<file path="src/rtl/sram_block_loader.sv">
// ---------------------------------------------------------------------------
// sram_block_loader
//
// Purpose:
//   Sits directly downstream of the SRAM load controller. Each accepted
//   start_sram pulse reads one contiguous block of words from external SRAM
//   and streams the returned words, tagged with a 0-based local write index,
//   into the image/weight buffer. The block is either the image block or the
//   next coefficient block; the coefficient block pointer advances after
//   every coefficient load and wraps after NUM_COEF_BLK blocks. An image
//   load rewinds the coefficient pointer to block 0.
//
// Ports:
//   clk          system clock
//   n_rst        asynchronous active-low reset
//   start_sram   one-cycle request to begin a block load (honoured in IDLE only)
//   n_coef_image 1 = image load, 0 = coefficient load (sampled on accept)
//   hold         buffer back-pressure; stalls read issue, not read return
//   sram_rdata   SRAM read data, valid RD_LAT cycles after sram_re
//   sram_re      SRAM read enable
//   sram_addr    SRAM read address
//   wr_en        buffer write strobe
//   wr_data      buffer write data
//   wr_index     word offset within the block
//   busy         high while the load is issuing or draining
//   sram_done    one-cycle completion pulse
// ---------------------------------------------------------------------------
module sram_block_loader #(
    parameter int                ADDR_W       = 16,
    parameter int                DATA_W       = 16,
    parameter logic [ADDR_W-1:0] IMAGE_BASE   = 16'h0000,
    parameter int                IMAGE_WORDS  = 64,
    parameter logic [ADDR_W-1:0] COEF_BASE    = 16'h1000,
    parameter int                COEF_WORDS   = 32,
    parameter int                NUM_COEF_BLK = 4,
    parameter int                RD_LAT       = 2
) (
    input  logic              clk,
    input  logic              n_rst,
    input  logic              start_sram,
    input  logic              n_coef_image,
    input  logic              hold,
    input  logic [DATA_W-1:0] sram_rdata,
    output logic              sram_re,
    output logic [ADDR_W-1:0] sram_addr,
    output logic              wr_en,
    output logic [DATA_W-1:0] wr_data,
    output logic [ADDR_W-1:0] wr_index,
    output logic              busy,
    output logic              sram_done
);

    localparam int PTR_W = (NUM_COEF_BLK > 1) ? $clog2(NUM_COEF_BLK) : 1;

    typedef enum logic [1:0] {
        S_IDLE  = 2'd0,
        S_ISSUE = 2'd1,
        S_DRAIN = 2'd2,
        S_DONE  = 2'd3
    } state_t;

    state_t            state_reg;
    state_t            state_next;

    logic              mode_reg;        // 1 = image load in progress
    logic [PTR_W-1:0]  ptr_reg;         // coefficient block pointer
    logic [ADDR_W-1:0] base_reg;
    logic [ADDR_W-1:0] len_reg;
    logic [ADDR_W-1:0] issue_cnt_reg;
    logic [ADDR_W-1:0] ret_cnt_reg;
    logic              vld_reg [RD_LAT]; // one tag per in-flight read

    logic              start_acc;
    logic              issue_fire;
    logic              ret_fire;
    logic              last_issue;
    logic              drained;
    logic [ADDR_W-1:0] coef_base;
    logic [PTR_W-1:0]  ptr_wrapped;

    // Start is only honoured in IDLE; pulses in any other state (DONE
    // included) are dropped without touching mode, base or length.
    assign start_acc  = (state_reg == S_IDLE) && start_sram;
    assign issue_fire = (state_reg == S_ISSUE) && !hold;
    assign ret_fire   = vld_reg[RD_LAT-1];
    assign last_issue = (issue_cnt_reg == (len_reg - ADDR_W'(1)));
    // Completion is taken from the registered return count, so DONE lands
    // one cycle after the cycle following the final write.
    assign drained    = (ret_cnt_reg == len_reg);

    // Address arithmetic is modulo 2^ADDR_W by construction.
    assign coef_base   = COEF_BASE + (ADDR_W'(ptr_reg) * ADDR_W'(COEF_WORDS));
    assign ptr_wrapped = (ptr_reg == PTR_W'(NUM_COEF_BLK - 1)) ? '0
                                                              : ptr_reg + PTR_W'(1);

    // ---------------------------------------------------------------------
    // FSM: state register
    // ---------------------------------------------------------------------
    always_ff @(posedge clk or negedge n_rst) begin
        if (!n_rst) begin
            state_reg <= S_IDLE;
        end else begin
            state_reg <= state_next;
        end
    end

    // ---------------------------------------------------------------------
    // FSM: next-state logic
    // ---------------------------------------------------------------------
    always_comb begin
        state_next = state_reg;
        case (state_reg)
            S_IDLE:  if (start_sram)              state_next = S_ISSUE;
            S_ISSUE: if (!hold && last_issue)     state_next = S_DRAIN;
            S_DRAIN: if (drained)                 state_next = S_DONE;
            S_DONE:                               state_next = S_IDLE;
            default:                              state_next = S_IDLE;
        endcase
    end

    // ---------------------------------------------------------------------
    // FSM: outputs. Everything is decoded from asynchronously reset state,
    // so all outputs drop to zero the moment n_rst falls. Write data and
    // index are gated so they read zero between writes.
    // ---------------------------------------------------------------------
    always_comb begin
        sram_re   = issue_fire;
        sram_addr = '0;
        if (state_reg == S_ISSUE) begin
            // Address stays presented (frozen) while hold stalls the issue.
            sram_addr = base_reg + issue_cnt_reg;
        end
        wr_en     = ret_fire;
        wr_data   = ret_fire ? sram_rdata  : '0;
        wr_index  = ret_fire ? ret_cnt_reg : '0;
        busy      = (state_reg == S_ISSUE) || (state_reg == S_DRAIN);
        sram_done = (state_reg == S_DONE);
    end

    // ---------------------------------------------------------------------
    // Load descriptor, counters and coefficient pointer
    // ---------------------------------------------------------------------
    always_ff @(posedge clk or negedge n_rst) begin
        if (!n_rst) begin
            mode_reg      <= 1'b0;
            ptr_reg       <= '0;
            base_reg      <= '0;
            len_reg       <= '0;
            issue_cnt_reg <= '0;
            ret_cnt_reg   <= '0;
        end else if (start_acc) begin
            mode_reg      <= n_coef_image;
            issue_cnt_reg <= '0;
            ret_cnt_reg   <= '0;
            if (n_coef_image) begin
                base_reg <= IMAGE_BASE;
                len_reg  <= ADDR_W'(IMAGE_WORDS);
                ptr_reg  <= '0;
            end else begin
                base_reg <= coef_base;
                len_reg  <= ADDR_W'(COEF_WORDS);
            end
        end else begin
            if (issue_fire) begin
                issue_cnt_reg <= issue_cnt_reg + ADDR_W'(1);
            end
            if (ret_fire) begin
                ret_cnt_reg <= ret_cnt_reg + ADDR_W'(1);
            end
            if ((state_reg == S_DONE) && !mode_reg) begin
                ptr_reg <= ptr_wrapped;
            end
        end
    end

    // ---------------------------------------------------------------------
    // Read-valid shift register: a tag enters with each issued read and
    // leaves RD_LAT cycles later, aligned with its data on sram_rdata.
    // ---------------------------------------------------------------------
    always_ff @(posedge clk or negedge n_rst) begin
        if (!n_rst) begin
            vld_reg[0] <= 1'b0;
        end else begin
            vld_reg[0] <= issue_fire;
        end
    end

    generate
        for (genvar gi = 1; gi < RD_LAT; gi++) begin : g_vld
            always_ff @(posedge clk or negedge n_rst) begin
                if (!n_rst) begin
                    vld_reg[gi] <= 1'b0;
                end else begin
                    vld_reg[gi] <= vld_reg[gi-1];
                end
            end
        end
    endgenerate

endmodule
</file>
<file path="config.mk">
export PLATFORM = sky130hd
export DESIGN_NAME = sram_block_loader
export DESIGN_NICKNAME = d
export VERILOG_FILES = /design/src/rtl/sram_block_loader.sv
export SDC_FILE = /design/constraint.sdc
export NUM_CORES = 1
export LEC_CHECK = 0
export BUFFER_PORTS_ARGS = -buffer_cell sky130_fd_sc_hd__buf_2
export CAP_MARGIN = 40
export CORE_UTILIZATION = 25
export DETAILED_ROUTE_END_ITERATION = 8
export GPL_TIMING_DRIVEN = 0
export PLACE_DENSITY_LB_ADDON = 0.15
export SYNTH_ARGS = -nofsm -noshare
export SYNTH_HDL_FRONTEND = slang
export SYNTH_SLANG_ARGS = --single-unit
</file>
<file path="constraint.sdc">
create_clock -name clk -period 3.7 [get_ports clk]
set_input_delay 0.185 -clock clk [delete_from_list [all_inputs] [get_ports clk]]
set_output_delay 0.185 -clock clk [all_outputs]
set_load 0.005 [all_outputs]
</file>
### Yosys cells after proc, flatten, opt, wreduce, memory -nomap -nowiden

Cells that the tools add are included.

* muxes and demuxes: 17
* equality and inequality tests: 10
* add/sub/neg operators: 6
* reduce and logical (&&, ||, !) cells: 13

Operators by type and width (count)
* $mux W16: 7
* $add A16 B1 Y16 const B: 2
* $eq A16 B16 Y1: 2
* $add A16 B16 Y16: 1
* $sub A16 B1 Y16 const B: 1
* $add A13 B7 Y14 const A: 1
* $mux W14: 1
* $mux W2: 7
* $ne A2 B2 Y1 const B: 4
* $pmux W2 S4: 1
* $mux W7: 1
* $eq A2 B2 Y1 const B: 3
* $reduce_bool A2 Y1: 3
* $logic_and A1 B1 Y1: 4
* $reduce_and A3 Y1: 1
* $add A2 B1 Y2 const B: 1
* $eq A2 B1 Y1 const B: 1
* $logic_not A1 Y1: 2
* $logic_not A2 Y1: 1
* $reduce_and A2 Y1: 1
* $logic_or A1 B1 Y1: 1

* word-level logic and storage cells: 55
* output and inout port bits: 52
* input port bits: 21
* register bits after elaboration: 71

### Logic depth before layout (Yosys ltp)

* depth in word-level cells: 5
* depth in mapped cells: 8
* depth with buffers taken out: 7

### Worst setup path after synthesis

Ideal clock, no wire load.

* kind: register to register
* start: register len_reg[5]
* end: register state_reg[1]
* cell stages (with the launch flop): 8
* buffers on the path: 0
* required time: 3.572 ns
* path slack: 1.522 ns
* arrival time: 2.051 ns
* cell sequence: dfrtp_1 inv_1 ha_1 or4_4 nor3_2 o2111ai_1 a221oi_2 mux2_1

* cells in the longest elaborated chain, start to end: 5
* elaborated cells on any way between the ends: 7

Ends and longest elaborated chain
* start, declared: line 68 `logic [ADDR_W-1:0] len_reg;`
* start signal, assigned: line 157 `len_reg <= ADDR_W'(IMAGE_WORDS);`
* start signal, assigned: line 161 `len_reg <= ADDR_W'(COEF_WORDS);`
* $sub A16 B1 Y16: line 86 `assign last_issue = (issue_cnt_reg == (len_reg - ADDR_W'(1)));`
* $eq A16 B16 Y1: line 86
* $logic_and A1 B1 Y1: line 114 `S_ISSUE: if (!hold && last_issue) state_next = S_DRAIN;`
* $ne A2 B2 Y1 (no source line)
* $reduce_and A3 Y1 (no source line) (*)
* end signal, assigned: line 103 `state_reg <= state_next;`
* end, declared: line 62 `state_t state_reg;`

Mark *: on every way between the ends. The rest lies on a longest branch, timed or not.
A chain may end at the register's enable or synchronous reset.

### Worst setup path after layout

* start: register issue_cnt_reg[5]
* end: output sram_addr[15]

* cells in the longest elaborated chain, start to end: 2

Ends and longest elaborated chain
* start, declared: line 69 `logic [ADDR_W-1:0] issue_cnt_reg;`
* start signal, assigned: line 165 `issue_cnt_reg <= issue_cnt_reg + ADDR_W'(1);`
* $add A16 B16 Y16: line 131 `sram_addr = base_reg + issue_cnt_reg;`
* $mux W16: line 129 `if (state_reg == S_ISSUE) begin`
* end, declared: line 45 `output logic [ADDR_W-1:0] sram_addr,`

No other way between the ends.

==> metrics.cfg <==
[yosys]
yosys_warnings=0
synth_area_leaders=dfrtp_1 (39%), and2_1 (11%), xnor2_1 (6.4%), ha_1 (6.0%), xor2_1 (4.8%)
ys_ff_latch=42
synth_top_flop_cell=dfrtp_1
synth-edff-count=0
yosysMostFrequentCell=and2_1
synth_cell_type_count=41
yosys-top-cells-count=and2_1 (46), dfrtp_1 (42), nor2_1 (27), nand2_1 (22), xnor2_1 (20)
yosys.area.top_type=dfrtp_1
syn_area_per_cell_sq_um=8.98
synthArstFlopShare_pct=100
synthesis.nets=338
synth_top_area_share_pct=38.6
syn_inst=303
ys_seq_area_share_pct=38.6
syn_area_sq_um=2720

[timing]
fin_crit_ns=2.78
max_freq_mhz=359
slew_viol_final=0
tightestPinTransition_ns=0.650
finClkSkew_ns=0.00345
relSlewSlack_pct=56.4
rsz0062_at_grt=no
setup_violations=0
finalCritPeriodShare_pct=75.2
hold_slack_ns=0.143
setup_ws_ns=0.917
finalSetupTns_ns=0
hold_violations=0

[cells_and_area]
diodes=0
post-route-util_pct=32.5
area_delta_synth_final_pct=24.5
layout-drive-gt1-share_pct=22.1
final_cells=521
finish.instance_area_sq_um=3390
multi_input_area_sq_um=1550
final-seq-area_sq_um=1050
fillers=1109
nNetsFinal=419

[global_route]
antenna_found_initial=0
grt_pass1_vias=2269
grt_remaining_overflow=0
grt_start_max_net_pins=30
grt_util_all_layers_pct=12.8
grt_pass1_wl_um=11200

[worst_setup_path]
critPathArrivalTime_ns=2.60
setup.worst_path.class=flop to primary output
crit_chain=ha_1 > inv_1 > fa_1 > nor2b_1 > a31oi_1 > or3_1 > a21boi_0 > buf_2
crit_required_ns=3.51
crit_buf_inv=2
start_kind=flop
cp_slowest_cell=dfrtp_1
worstPathMaxFanout=6
crit_family=simple AND/OR/NAND/NOR gates
worstSetupEndpointType=primary output
max_stage_delay_ns=0.49

[clock_tree]
cts.sinks=42
cts_tree=done
clk_pin_slew_ns=0.08
cts_buffers=5
cts-root-buf=clkbuf_8
cts_resized=0
cts_max_path_buffers=2
clock_latency_ns=0.30
htreeDepth=2

[detailed_routing]
vias_per_cell=4.47
antenna_left=0
num_vias=2327
drtIter0Drc=68
routed_wl_um=6870
drc=0
wl_per_cell_um=13.2
first_pass_iters=4

[place]
dp_hpwl_um=5170
io_buffers=72
place_ws_ns=1.22
gp_congestion=0.728
placed_area_sq_um=3270
dp.cells=512

[power]
comb_power_share_pct=40.2
p_leak_nw=1.64
sw_frac_of_total_pct=39.8
p_switching_mw=0.779
clockPowerShare_pct=18.9
power_mw=1.96
internal_power_mw=1.18
ir_drop_mv=0.171
p_per_area_nw_per_um2=578
seqPwrFrac_pct=40.9

[floorplanning]
die_area_sq_um=11300
placeableCoreArea_sq_um=10400
die_x_um=106
die_y_um=106
rows=37
ios=73
start_util_pct=26.1

[outcome]
status=completed

[flow_run]
cap_viol_max_count=0

[worst_hold_path]
hold_path.class=input pin to flop

## kinds of logic after synthesis
family / synth area share [%]
buf+inv: 4.51
xor+xnor: 11.3
simple gates: 29.7
compound gates: 7.64
flops: 38.6
fa+ha+maj: 6.72
mux: 1.52
## cells in the final DEF (no fill, tap or decap), drive strengths merged, types with 13 or more instances in the layout
cell,synthesis,routed
nor2,27,27
xor2,15,15
clkbuf,10,17
xnor2,20,20
inv,14,14
dfrtp,42,42
ha,13,13
nand2,22,22
and2,46,46
buf,6,79
## worst register-to-register path, delay by kind of cell (launching register included)
kind / cells / cell delay, ns
flops: 1 / 0.46
compound gates: 2 / 0.55
mux: 1 / 0.35
fa+ha+maj: 1 / 0.22
simple gates: 2 / 0.67
buf+inv: 1 / 0.07
## what timing repair did
action | in CTS | in global routing
setup buffers | 0 | 0
hold endpoints to repair | 13 | 0
hold buffers | 1 | 0
## metal layers
metal / track usage (%) / share of wire [%]
met3: 2.45 / 5.0
met4: 3.87 / 1.2
met5: 0 / 0
met1: 15.9 / 46
met2: 22.2 / 48
## power by group through the flow
stage	registers (mW)	logic, mW	clock network (mW)
after floorplan	0.753	0.556	0
after global placement	0.811	0.791	0
after detailed placement	0.815	0.810	0
after CTS	0.805	0.816	0.385
after global routing	0.833	0.905	0.400
final	0.802	0.786	0.370
## final timing paths
path	start	end	slack, ns	cells past startpoint
setup / recovery	issue_cnt_reg[5]	sram_addr[15]	0.92	8
hold / removal	n_coef_image	len_reg[5]	0.14	2
setup reg to reg	len_reg[5]	state_reg[1]	1.27	7
hold reg to reg	vld_reg[1]	wr_en	0.35	0
max in group asynchronous	n_rst	issue_cnt_reg[10]	2.89	3
min in group asynchronous	n_rst	ret_cnt_reg[10]	0.32	2
## final cells by class
type	count	area share (%)
Inverter	14	1.55
Clock buffer	7	2.25
Buffer	16	2.07
Sequential cell	42	31.0
Multi-Input combinational cell	231	45.7
Tap cell	136	5.02
Clock inverter	1	0.887
Timing Repair Buffer	74	11.5
Power figures use the tool's default switching activity.
